$ cat src/rtl/cpu_ri_multicycle_if.sv
// Core-side bundle of the multi-cycle CPU: instruction-memory port plus
// the registered status/writeback outputs observed by the SoC.
interface cpu_ri_multicycle_if #(
    parameter int DATA_W = 32,
    parameter int IM_AW  = 6
);
    logic [IM_AW-1:0]  inst_addr;
    logic [31:0]       inst;
    logic              ZF;
    logic              OF;
    logic              Write_Reg;
    logic [DATA_W-1:0] W_Data;
    logic              halted;
    logic [1:0]        state;

    // CPU core side
    modport master (
        output inst_addr,
        output ZF,
        output OF,
        output Write_Reg,
        output W_Data,
        output halted,
        output state,
        input  inst
    );

    // Instruction ROM / observer side
    modport slave (
        input  inst_addr,
        input  ZF,
        input  OF,
        input  Write_Reg,
        input  W_Data,
        input  halted,
        input  state,
        output inst
    );
endinterface

$ cat src/rtl/cpu_ri_multicycle.sv
// Multi-cycle R/I-type ALU CPU core. Every instruction walks
// FETCH -> DECODE -> EXEC -> WB; an illegal encoding parks the core in HALT
// until reset. Register file reads happen only in DECODE, writes only in WB.
module cpu_ri_multicycle #(
    parameter int DATA_W = 32,
    parameter int IM_AW  = 6
) (
    input logic               clk,
    input logic               Reset,
    cpu_ri_multicycle_if.master bus
);

    localparam int SH_W = $clog2(DATA_W);

    localparam logic [2:0] OP_AND  = 3'b000;
    localparam logic [2:0] OP_OR   = 3'b001;
    localparam logic [2:0] OP_XOR  = 3'b010;
    localparam logic [2:0] OP_NOR  = 3'b011;
    localparam logic [2:0] OP_ADD  = 3'b100;
    localparam logic [2:0] OP_SUB  = 3'b101;
    localparam logic [2:0] OP_SLTU = 3'b110;
    localparam logic [2:0] OP_SLLV = 3'b111;

    typedef enum logic [2:0] {
        S_FETCH,
        S_DECODE,
        S_EXEC,
        S_WB,
        S_HALT
    } state_t;

    state_t state_q, state_d;

    logic [IM_AW-1:0]  pc_q;
    logic [31:0]       ir_q;
    logic [DATA_W-1:0] a_q, b_q, f_q;
    logic [2:0]        alu_op_q;
    logic [4:0]        dest_q;
    logic              zf_q, of_q;
    logic [DATA_W-1:0] rf [32];

    // Instruction fields
    logic [5:0]  opcode, func;
    logic [4:0]  rs, rt, rd;
    logic [15:0] imm16;

    assign opcode = ir_q[31:26];
    assign rs     = ir_q[25:21];
    assign rt     = ir_q[20:16];
    assign rd     = ir_q[15:11];
    assign func   = ir_q[5:0];
    assign imm16  = ir_q[15:0];

    logic [DATA_W-1:0] imm_sext, imm_zext, imm_lui;

    assign imm_sext = {{(DATA_W-16){imm16[15]}}, imm16};
    assign imm_zext = {{(DATA_W-16){1'b0}}, imm16};
    assign imm_lui  = {imm_sext[DATA_W-17:0], 16'h0000};

    // Decoder outputs
    logic              dec_legal;
    logic [2:0]        dec_op;
    logic [4:0]        dec_dest;
    logic              dec_use_imm;
    logic [DATA_W-1:0] dec_imm;
    logic              dec_zero_a;

    // Instruction decode: legality, ALU op, B-operand source and destination
    always_comb begin
        dec_legal   = 1'b0;
        dec_op      = OP_AND;
        dec_dest    = rd;
        dec_use_imm = 1'b0;
        dec_imm     = imm_sext;
        dec_zero_a  = 1'b0;
        case (opcode)
            6'b000000: begin
                dec_legal = 1'b1;
                case (func)
                    6'b100100: dec_op = OP_AND;
                    6'b100101: dec_op = OP_OR;
                    6'b100110: dec_op = OP_XOR;
                    6'b100111: dec_op = OP_NOR;
                    6'b100000: dec_op = OP_ADD;
                    6'b100010: dec_op = OP_SUB;
                    6'b101011: dec_op = OP_SLTU;
                    6'b000100: dec_op = OP_SLLV;
                    default:   dec_legal = 1'b0;
                endcase
            end
            6'b001000: begin
                dec_legal = 1'b1; dec_op = OP_ADD;  dec_dest = rt;
                dec_use_imm = 1'b1; dec_imm = imm_sext;
            end
            6'b001011: begin
                dec_legal = 1'b1; dec_op = OP_SLTU; dec_dest = rt;
                dec_use_imm = 1'b1; dec_imm = imm_sext;
            end
            6'b001100: begin
                dec_legal = 1'b1; dec_op = OP_AND;  dec_dest = rt;
                dec_use_imm = 1'b1; dec_imm = imm_zext;
            end
            6'b001101: begin
                dec_legal = 1'b1; dec_op = OP_OR;   dec_dest = rt;
                dec_use_imm = 1'b1; dec_imm = imm_zext;
            end
            6'b001110: begin
                dec_legal = 1'b1; dec_op = OP_XOR;  dec_dest = rt;
                dec_use_imm = 1'b1; dec_imm = imm_zext;
            end
            6'b001111: begin
                dec_legal = 1'b1; dec_op = OP_OR;   dec_dest = rt;
                dec_use_imm = 1'b1; dec_imm = imm_lui; dec_zero_a = 1'b1;
            end
            default: dec_legal = 1'b0;
        endcase
    end

    // ALU on the latched operands, with signed overflow for ADD/SUB only
    logic [DATA_W-1:0] alu_res, sum, diff;
    logic              alu_of;

    assign sum  = a_q + b_q;
    assign diff = a_q - b_q;

    always_comb begin
        alu_res = '0;
        alu_of  = 1'b0;
        case (alu_op_q)
            OP_AND:  alu_res = a_q & b_q;
            OP_OR:   alu_res = a_q | b_q;
            OP_XOR:  alu_res = a_q ^ b_q;
            OP_NOR:  alu_res = ~(a_q | b_q);
            OP_ADD: begin
                alu_res = sum;
                alu_of  = (a_q[DATA_W-1] == b_q[DATA_W-1]) &&
                          (sum[DATA_W-1] != a_q[DATA_W-1]);
            end
            OP_SUB: begin
                alu_res = diff;
                alu_of  = (a_q[DATA_W-1] != b_q[DATA_W-1]) &&
                          (diff[DATA_W-1] != a_q[DATA_W-1]);
            end
            OP_SLTU: alu_res = {{(DATA_W-1){1'b0}}, (a_q < b_q)};
            OP_SLLV: alu_res = b_q << a_q[SH_W-1:0];
            default: alu_res = '0;
        endcase
    end

    // Next-state logic for the fetch/decode/execute/writeback sequence
    always_comb begin
        state_d = state_q;
        case (state_q)
            S_FETCH:  state_d = S_DECODE;
            S_DECODE: state_d = dec_legal ? S_EXEC : S_HALT;
            S_EXEC:   state_d = S_WB;
            S_WB:     state_d = S_FETCH;
            S_HALT:   state_d = S_HALT;
            default:  state_d = S_FETCH;
        endcase
    end

    // State register and per-stage datapath registers
    always_ff @(posedge clk) begin
        if (Reset) begin
            state_q  <= S_FETCH;
            pc_q     <= '0;
            ir_q     <= '0;
            a_q      <= '0;
            b_q      <= '0;
            f_q      <= '0;
            alu_op_q <= OP_AND;
            dest_q   <= '0;
            zf_q     <= 1'b0;
            of_q     <= 1'b0;
        end else begin
            state_q <= state_d;
            case (state_q)
                S_FETCH: begin
                    ir_q <= bus.inst;
                    pc_q <= pc_q + IM_AW'(1);
                end
                S_DECODE: begin
                    if (dec_legal) begin
                        a_q      <= dec_zero_a ? '0 : rf[rs];
                        b_q      <= dec_use_imm ? dec_imm : rf[rt];
                        alu_op_q <= dec_op;
                        dest_q   <= dec_dest;
                    end
                end
                S_EXEC: begin
                    f_q  <= alu_res;
                    zf_q <= (alu_res == '0);
                    of_q <= alu_of;
                end
                default: begin
                end
            endcase
        end
    end

    // Register file write in WB; r0 is never written so it always reads zero
    always_ff @(posedge clk) begin
        if (Reset) begin
            for (int i = 0; i < 32; i++) begin
                rf[i] <= '0;
            end
        end else if (state_q == S_WB && dest_q != 5'd0) begin
            rf[dest_q] <= f_q;
        end
    end

    assign bus.inst_addr = pc_q;
    assign bus.ZF        = zf_q;
    assign bus.OF        = of_q;
    assign bus.W_Data    = f_q;
    assign bus.Write_Reg = (state_q == S_WB);
    assign bus.halted    = (state_q == S_HALT);
    assign bus.state     = (state_q == S_HALT) ? 2'b11 : state_q[1:0];

endmodule

$ cat src/flat_wrapper.sv
// flat-port wrapper written by rule: the top's interface ports become plain ports
module cpu_ri_multicycle_flat 
#(
    parameter int DATA_W = 32,
    parameter int IM_AW  = 6
)
  (clk, Reset, bus_inst_addr, bus_ZF, bus_OF, bus_Write_Reg, bus_W_Data, bus_halted, bus_state, bus_inst);
  cpu_ri_multicycle_if #(.DATA_W(DATA_W), .IM_AW(IM_AW)) bus_i ();
  input logic clk;
  input logic Reset;
  output wire logic [$bits(bus_i.inst_addr)-1:0] bus_inst_addr;
  output wire logic [$bits(bus_i.ZF)-1:0] bus_ZF;
  output wire logic [$bits(bus_i.OF)-1:0] bus_OF;
  output wire logic [$bits(bus_i.Write_Reg)-1:0] bus_Write_Reg;
  output wire logic [$bits(bus_i.W_Data)-1:0] bus_W_Data;
  output wire logic [$bits(bus_i.halted)-1:0] bus_halted;
  output wire logic [$bits(bus_i.state)-1:0] bus_state;
  input wire logic [$bits(bus_i.inst)-1:0] bus_inst;
  assign bus_inst_addr = bus_i.inst_addr;
  assign bus_ZF = bus_i.ZF;
  assign bus_OF = bus_i.OF;
  assign bus_Write_Reg = bus_i.Write_Reg;
  assign bus_W_Data = bus_i.W_Data;
  assign bus_halted = bus_i.halted;
  assign bus_state = bus_i.state;
  assign bus_i.inst = bus_inst;
  cpu_ri_multicycle #(.DATA_W(DATA_W), .IM_AW(IM_AW)) u_core (.clk(clk), .Reset(Reset), .bus(bus_i));
endmodule
$ cat config.mk
export PLATFORM = sky130hd
export DESIGN_NAME = cpu_ri_multicycle_flat
export DESIGN_NICKNAME = d
export VERILOG_FILES = /design/src/rtl/cpu_ri_multicycle_if.sv /design/src/rtl/cpu_ri_multicycle.sv /design/src/flat_wrapper.sv
export SDC_FILE = /design/constraint.sdc
export NUM_CORES = 2
export LEC_CHECK = 0
export BUFFER_PORTS_ARGS = -buffer_cell sky130_fd_sc_hd__buf_4
export CORE_MARGIN = 8
export CORE_UTILIZATION = 39
export CTS_CLUSTER_DIAMETER = 200
export CTS_CLUSTER_SIZE = 24
export DETAILED_ROUTE_END_ITERATION = 8
export PLACE_DENSITY = 0.59
export SETUP_SLACK_MARGIN = 0.5
export SLEW_MARGIN = 15
export SYNTH_ARGS = -nofsm -noshare
export SYNTH_HDL_FRONTEND = slang
export SYNTH_SLANG_ARGS = --single-unit
$ cat constraint.sdc
create_clock -name clk -period 6.1 [get_ports clk]
set_input_delay 0.61 -clock clk [delete_from_list [all_inputs] [get_ports clk]]
set_output_delay 0.61 -clock clk [all_outputs]
set_load 0.02 [all_outputs]
# After elaboration in Yosys (flattened, before gate mapping)
# Memories as Yosys holds them, arrays and structs flattened. A register that Yosys moved wholly into a read port is not among the register bits.
# Index checks and enable logic that the tools add are counted.
# word_totals
ff_bits	147
latchBits	0
ramBits	1024
rom_bits	0
inputBits	34
output_inout_bits	44
elab_cells	90
n_memories	1
# memory_table
memory	depth	word_bits	rd	rd_ports_with_merged_regs	wr	line_no	source
u_core.rf	32	32	2	2	32	cpu_ri_multicycle.sv:40	logic [DATA_W-1:0] rf [32];
# op_classes
addsub	3
mul	0
n_div	0
magnitude_cmp	1
eq_ne	29
shifts	1
muxes	27
bitwise_logic	4
reduce_logical	14
# op_table
op	n
32-bit case mux with 8 select lines	1
32-bit 2-to-1 mux	3
32-bit case mux with 2 select lines	1
6-bit equality test (second input constant)	7
6-bit by 4-bit equality test with 1-bit output (second input constant)	6
32-bit adder	1
32-bit AND	1
32-bit zero test	1
32-bit less-than comparator	1
32-bit NOT	1
32-bit OR	1
32-bit OR reduction	1
32-bit by 5-bit << shifter with 32-bit output	1
32-bit subtractor	1
32-bit bitwise XOR	1
5-bit 2-to-1 mux	6
3-bit case mux with 7 select lines	1
3-bit equality test (second input constant)	5
3-bit case mux with 5 select lines	1
3-bit by 2-bit equality test with 1-bit output (second input constant)	4
3-bit case mux with 4 select lines	1
1-bit 2-to-1 mux	9
8-bit OR reduction	1
6-bit by 1-bit adder with 6-bit output (second input constant)	1
other kinds (15)	22

# Longest topological paths before layout
# logic_depth
word_depth	7
mapped_depth	16
mapped_depth_nobuf	14

# Worst setup path before layout
# OpenSTA, ideal clock, no wires.
# synth_timing
path_type	register to register
startpoint	register u_core.state_q[1]
endpoint	memory u_core.rf[26][0], enable pin
setup_time_ns	0.466
arrival_time_ns	4.062
slack_ns	1.573
path_stages_with_launch	7
path_buffers	1
period_less_slack_ns	4.527
path_cell_list	dfxtp_1 > clkbuf_1 > nand2_1 > nor2_1 > nor4b_1 > nand3_1 > o21ai_0
# synth_lines
element	line_no	source
start, declared	cpu_ri_multicycle.sv:32	state_t state_q, state_d;
start signal, assigned	cpu_ri_multicycle.sv:177	state_q <= state_d;
end, declared	cpu_ri_multicycle.sv:40	

# Final worst setup path
# layout_timing
startpoint	register u_core.b_q[5]
endpoint	register u_core.zf_q, in the netlist u_core.bus.ZF
# layout_via
elab_chain_len	4
# layout_rtl
element	line_no	source
start, declared	cpu_ri_multicycle.sv:36	logic [DATA_W-1:0] a_q, b_q, f_q;
start signal, assigned	cpu_ri_multicycle.sv:186	b_q <= dec_use_imm ? dec_imm : rf[rt];
branches (longest 2 deep; another with 32-bit subtractor)	n/a	
32-bit case mux with 8 select lines *	cpu_ri_multicycle.sv:129	case (alu_op_q)
32-bit zero test *	cpu_ri_multicycle.sv:193	zf_q <= (alu_res == '0);
end signal, assigned	cpu_ri_multicycle.sv:193	
end, declared	cpu_ri_multicycle.sv:39	logic zf_q, of_q;
# Mark *: on every way between the ends.
# A chain may end at the register's enable or synchronous reset.

==> flow_summary.ini <==
[status]
status = completed

[synth]
yosys.area.top_type_share = 0.454
synth_compound_area_frac = 0.0598
synthMuxAreaShare = 0.240
synth_enable_flop_cells = 1024
synth-async-reset-ratio = 0
yosysWarningCount = 0
synth_flop_cell = edfxtp_1
synth_area_sq_um = 67700
synth_area_per_cell_sq_um = 13.5
yosys.area.top_type = edfxtp_1
ys_types = 90
syn_inst = 5019
synthTopCellsByArea = edfxtp_1 (45%), mux4_2 (22%), and2_1 (9.2%)
yosysMostFrequentCell = edfxtp_1
synth_top_family_by_area = multiplexers
synthSimpleGateAreaFrac = 0.139
synth_xor_area_frac = 0.00685
ys_seq_elements = 1181
ys_seq_area_frac = 0.500
synthAdderAreaFrac = 0.0204
synthTopCellsByCount = edfxtp_1 (1024), and2_1 (1001), mux4_2 (671)

[timing]
hold_slack_ns = 0.137
layout_min_cycle_time_ns = 4.84
relSlewSlack = 0.115
fin_skew_ns = 0.0483
setup_viol = 0
setup_tns_ns = 0
slew_violations = 0
worst_slew_pin_slew_ns = 1.31
fin_crit_sh = 0.794
fmax_mhz = 207
hold_viol = 0
rsz0062_at_grt = no

[clock_tree]
cts_tree = yes
htreeDepth = 2
cts_resized = 0
cts_setup_buffers = 0
numCtsBuffers = 55
clock-sinks = 1181
cts_root_buffer = clkbuf_16
path_clk_slew_ns = 0.10
cts_buffer_depth = 3
insertion_delay_ns = 0.72
hold_buffers = 0

[routing]
drtPass1Iterations = 7
vias = 45700
via_per_inst = 6.33
antenna_left = 0
routed_wl_mm = 252
drc_errors = 0
drt_iter0_markers = 6113
wl_per_cell_um = 34.9

[final_layout]
drive_gt1_frac = 0.232
area_delta_synth_final_pct = 8.18
post_layout_nonfiller_instances = 7219
fin_nets = 5000
fin_util = 0.423
fillers = 15600
ff_latch_area_sq_um = 33900
multiInputGateArea_sq_um = 32300

[setup_path]
path_delay_family = compound AO/OA/AOI/OAI gates
cpMostUsedCell = inv_1
r2r_slack_ns = 1.26
arrival_ns = 5.47
critical_path_class = flop to flop
cp_slowest_cell = a221oi_1
worst_setup_path_start_kind = flop
crit_chain = inv_1 > ha_1 > inv_1 > a221oi_1 > a21oi_4 > nor4b_1 > or2_1 > o211ai_1 > a211oi_1 > o2111ai_1 > nor4b_2 > nand4b_1 > o41ai_2
crit_required_ns = 6.72
crit_path_end_kind = flop
cp_slowest_stage_delay_ns = 0.68
cp_max_fo = 14
critPathBufInv = 2

[place]
io_buffers = 77
gp_congestion = 0.978
placed_cells = 7125
dpl.hpwl_mm = 167

[pwr]
switching_share = 0.320
seqPwrFrac = 0.498
p_leak_nw = 24.4
power.switching_w = 0.00613
p_per_area_nw_per_um2 = 261
p_comb_frac = 0.273
p_clk_frac = 0.229
vdd_drop_max_uv = 266
p_int_w = 0.0130

[run]
drv_cap = 0

[global_routing]
grt_max_degree = 100
antenna_found_initial = 18
grt_pass1_wl_mm = 350
gr-total-overflow = 0
track_usage = 0.262
grt_pass1_vias = 44400

[floorplanning]
dieArea_sq_um = 187000
core-area_sq_um = 173000
die_w_um = 433
rows = 153
io_pins = 78
start_util = 0.391
die_y_um = 433

[hold_path]
hold_class = input port to flop
==> placed cells by master, fill, tap and decap left out, types with 10 or more instances in the layout <==
cell,instances
nor2_4,31
o31ai_1,13
nand2_1,208
nor2_1,187
nand3_1,36
clkbuf_16,57
conb_1,32
nor3_1,83
inv_1,94
or3_1,11
nand4_1,19
a211oi_1,51
o21ai_0,64
and3_1,19
xnor2_1,42
nor4_1,15
and2_1,1000
mux4_2,671
edfxtp_1,1024
clkbuf_1,23
diode_2,12
o22ai_1,17
a21oi_1,198
nand2b_1,15
o21ai_4,31
xor2_1,11
buf_4,218
dfxtp_1,142
a311oi_1,10
nor2b_1,17
o21ai_1,11
buf_12,27
o211ai_1,20
ha_1,107
mux2i_1,77
a31oi_1,24
o221a_2,11
mux2_2,29
a221oi_1,40
==> flip-flops by register name, summed over array words and instances, names as in the netlist, 3 cells and up, named ones only <==
signal	flops
u_core.bus.inst_addr	6
u_core.rf	1024
u_core.a_q	32
u_core.ir_q	32
u_core.b_q	32
u_core.dest_q	5
u_core.bus.W_Data	32
u_core.state_q	3
u_core.alu_op_q	3
==> final cells by class <==
type / count / share of cell area
Clock inverter: 2 / 0.000290
Tap cell: 2325 / 0.0397
Inverter: 102 / 0.00524
Antenna cell: 12 / 0.000410
Timing Repair Buffer: 246 / 0.0299
Sequential cell: 1181 / 0.463
Clock buffer: 80 / 0.0206
Multi-Input combinational cell: 3271 / 0.441
==> power groups by stage <==
stage	combinational (W)	sequential (W)	clock (W)
after floorplan	0.00349	0.00943	0
after global placement	0.00514	0.00970	0
after detailed placement	0.00515	0.00972	0
after CTS	0.00516	0.00953	0.00441
after global routing	0.00544	0.00958	0.00464
final	0.00522	0.00954	0.00439
==> worst register-to-register path, delay by kind of cell (launching register included) <==
family	cells	cell delay (ns)
compound gates	6	1.73
simple gates	4	1.40
fa+ha+maj	1	0.64
flops	1	0.58
buf+inv	2	0.40
==> routing by layer <==
metal  vias up  wire (um)  GRT usage
met5         -         12          0
met4         2      11700      0.107
met3       466      22800     0.0470
met2      2569     121000      0.434
met1     23900      96300      0.341
li1      18700          -          -
==> kinds of logic (layout without fill, tap and decap cells) <==
| logic type | count (synthesis) | after routing |
|---|---|---|
| compound gates | 609 | 609 |
| other cells | 1 | 44 |
| flops | 1181 | 1181 |
| simple gates | 1689 | 1689 |
| mux | 779 | 779 |
| buf+inv | 598 | 430 |
| xor+xnor | 53 | 53 |
| fa+ha+maj | 109 | 109 |
==> final timing paths <==
path	from	end	cells past startpoint
min reg2reg	u_core.ir_q[25]	flop	2
min	bus_inst[3]	u_core.ir_q[3]	3
max reg2reg	u_core.b_q[5]	u_core.bus.ZF	13
max	u_core.b_q[5]	u_core.bus.ZF	13
==> through the flow <==
step	worst slack (ns)	instance area (sq um)	total power, W
after floorplan	1.57	67800	0.0129
after global placement	1.25	71700	0.0148
after detailed placement	1.35	71700	0.0149
after CTS	1.27	73200	0.0191
after global routing	0.977	73200	0.0197
final	1.26	73300	0.0192
Note: power is estimated with default switching activity, not from simulation.
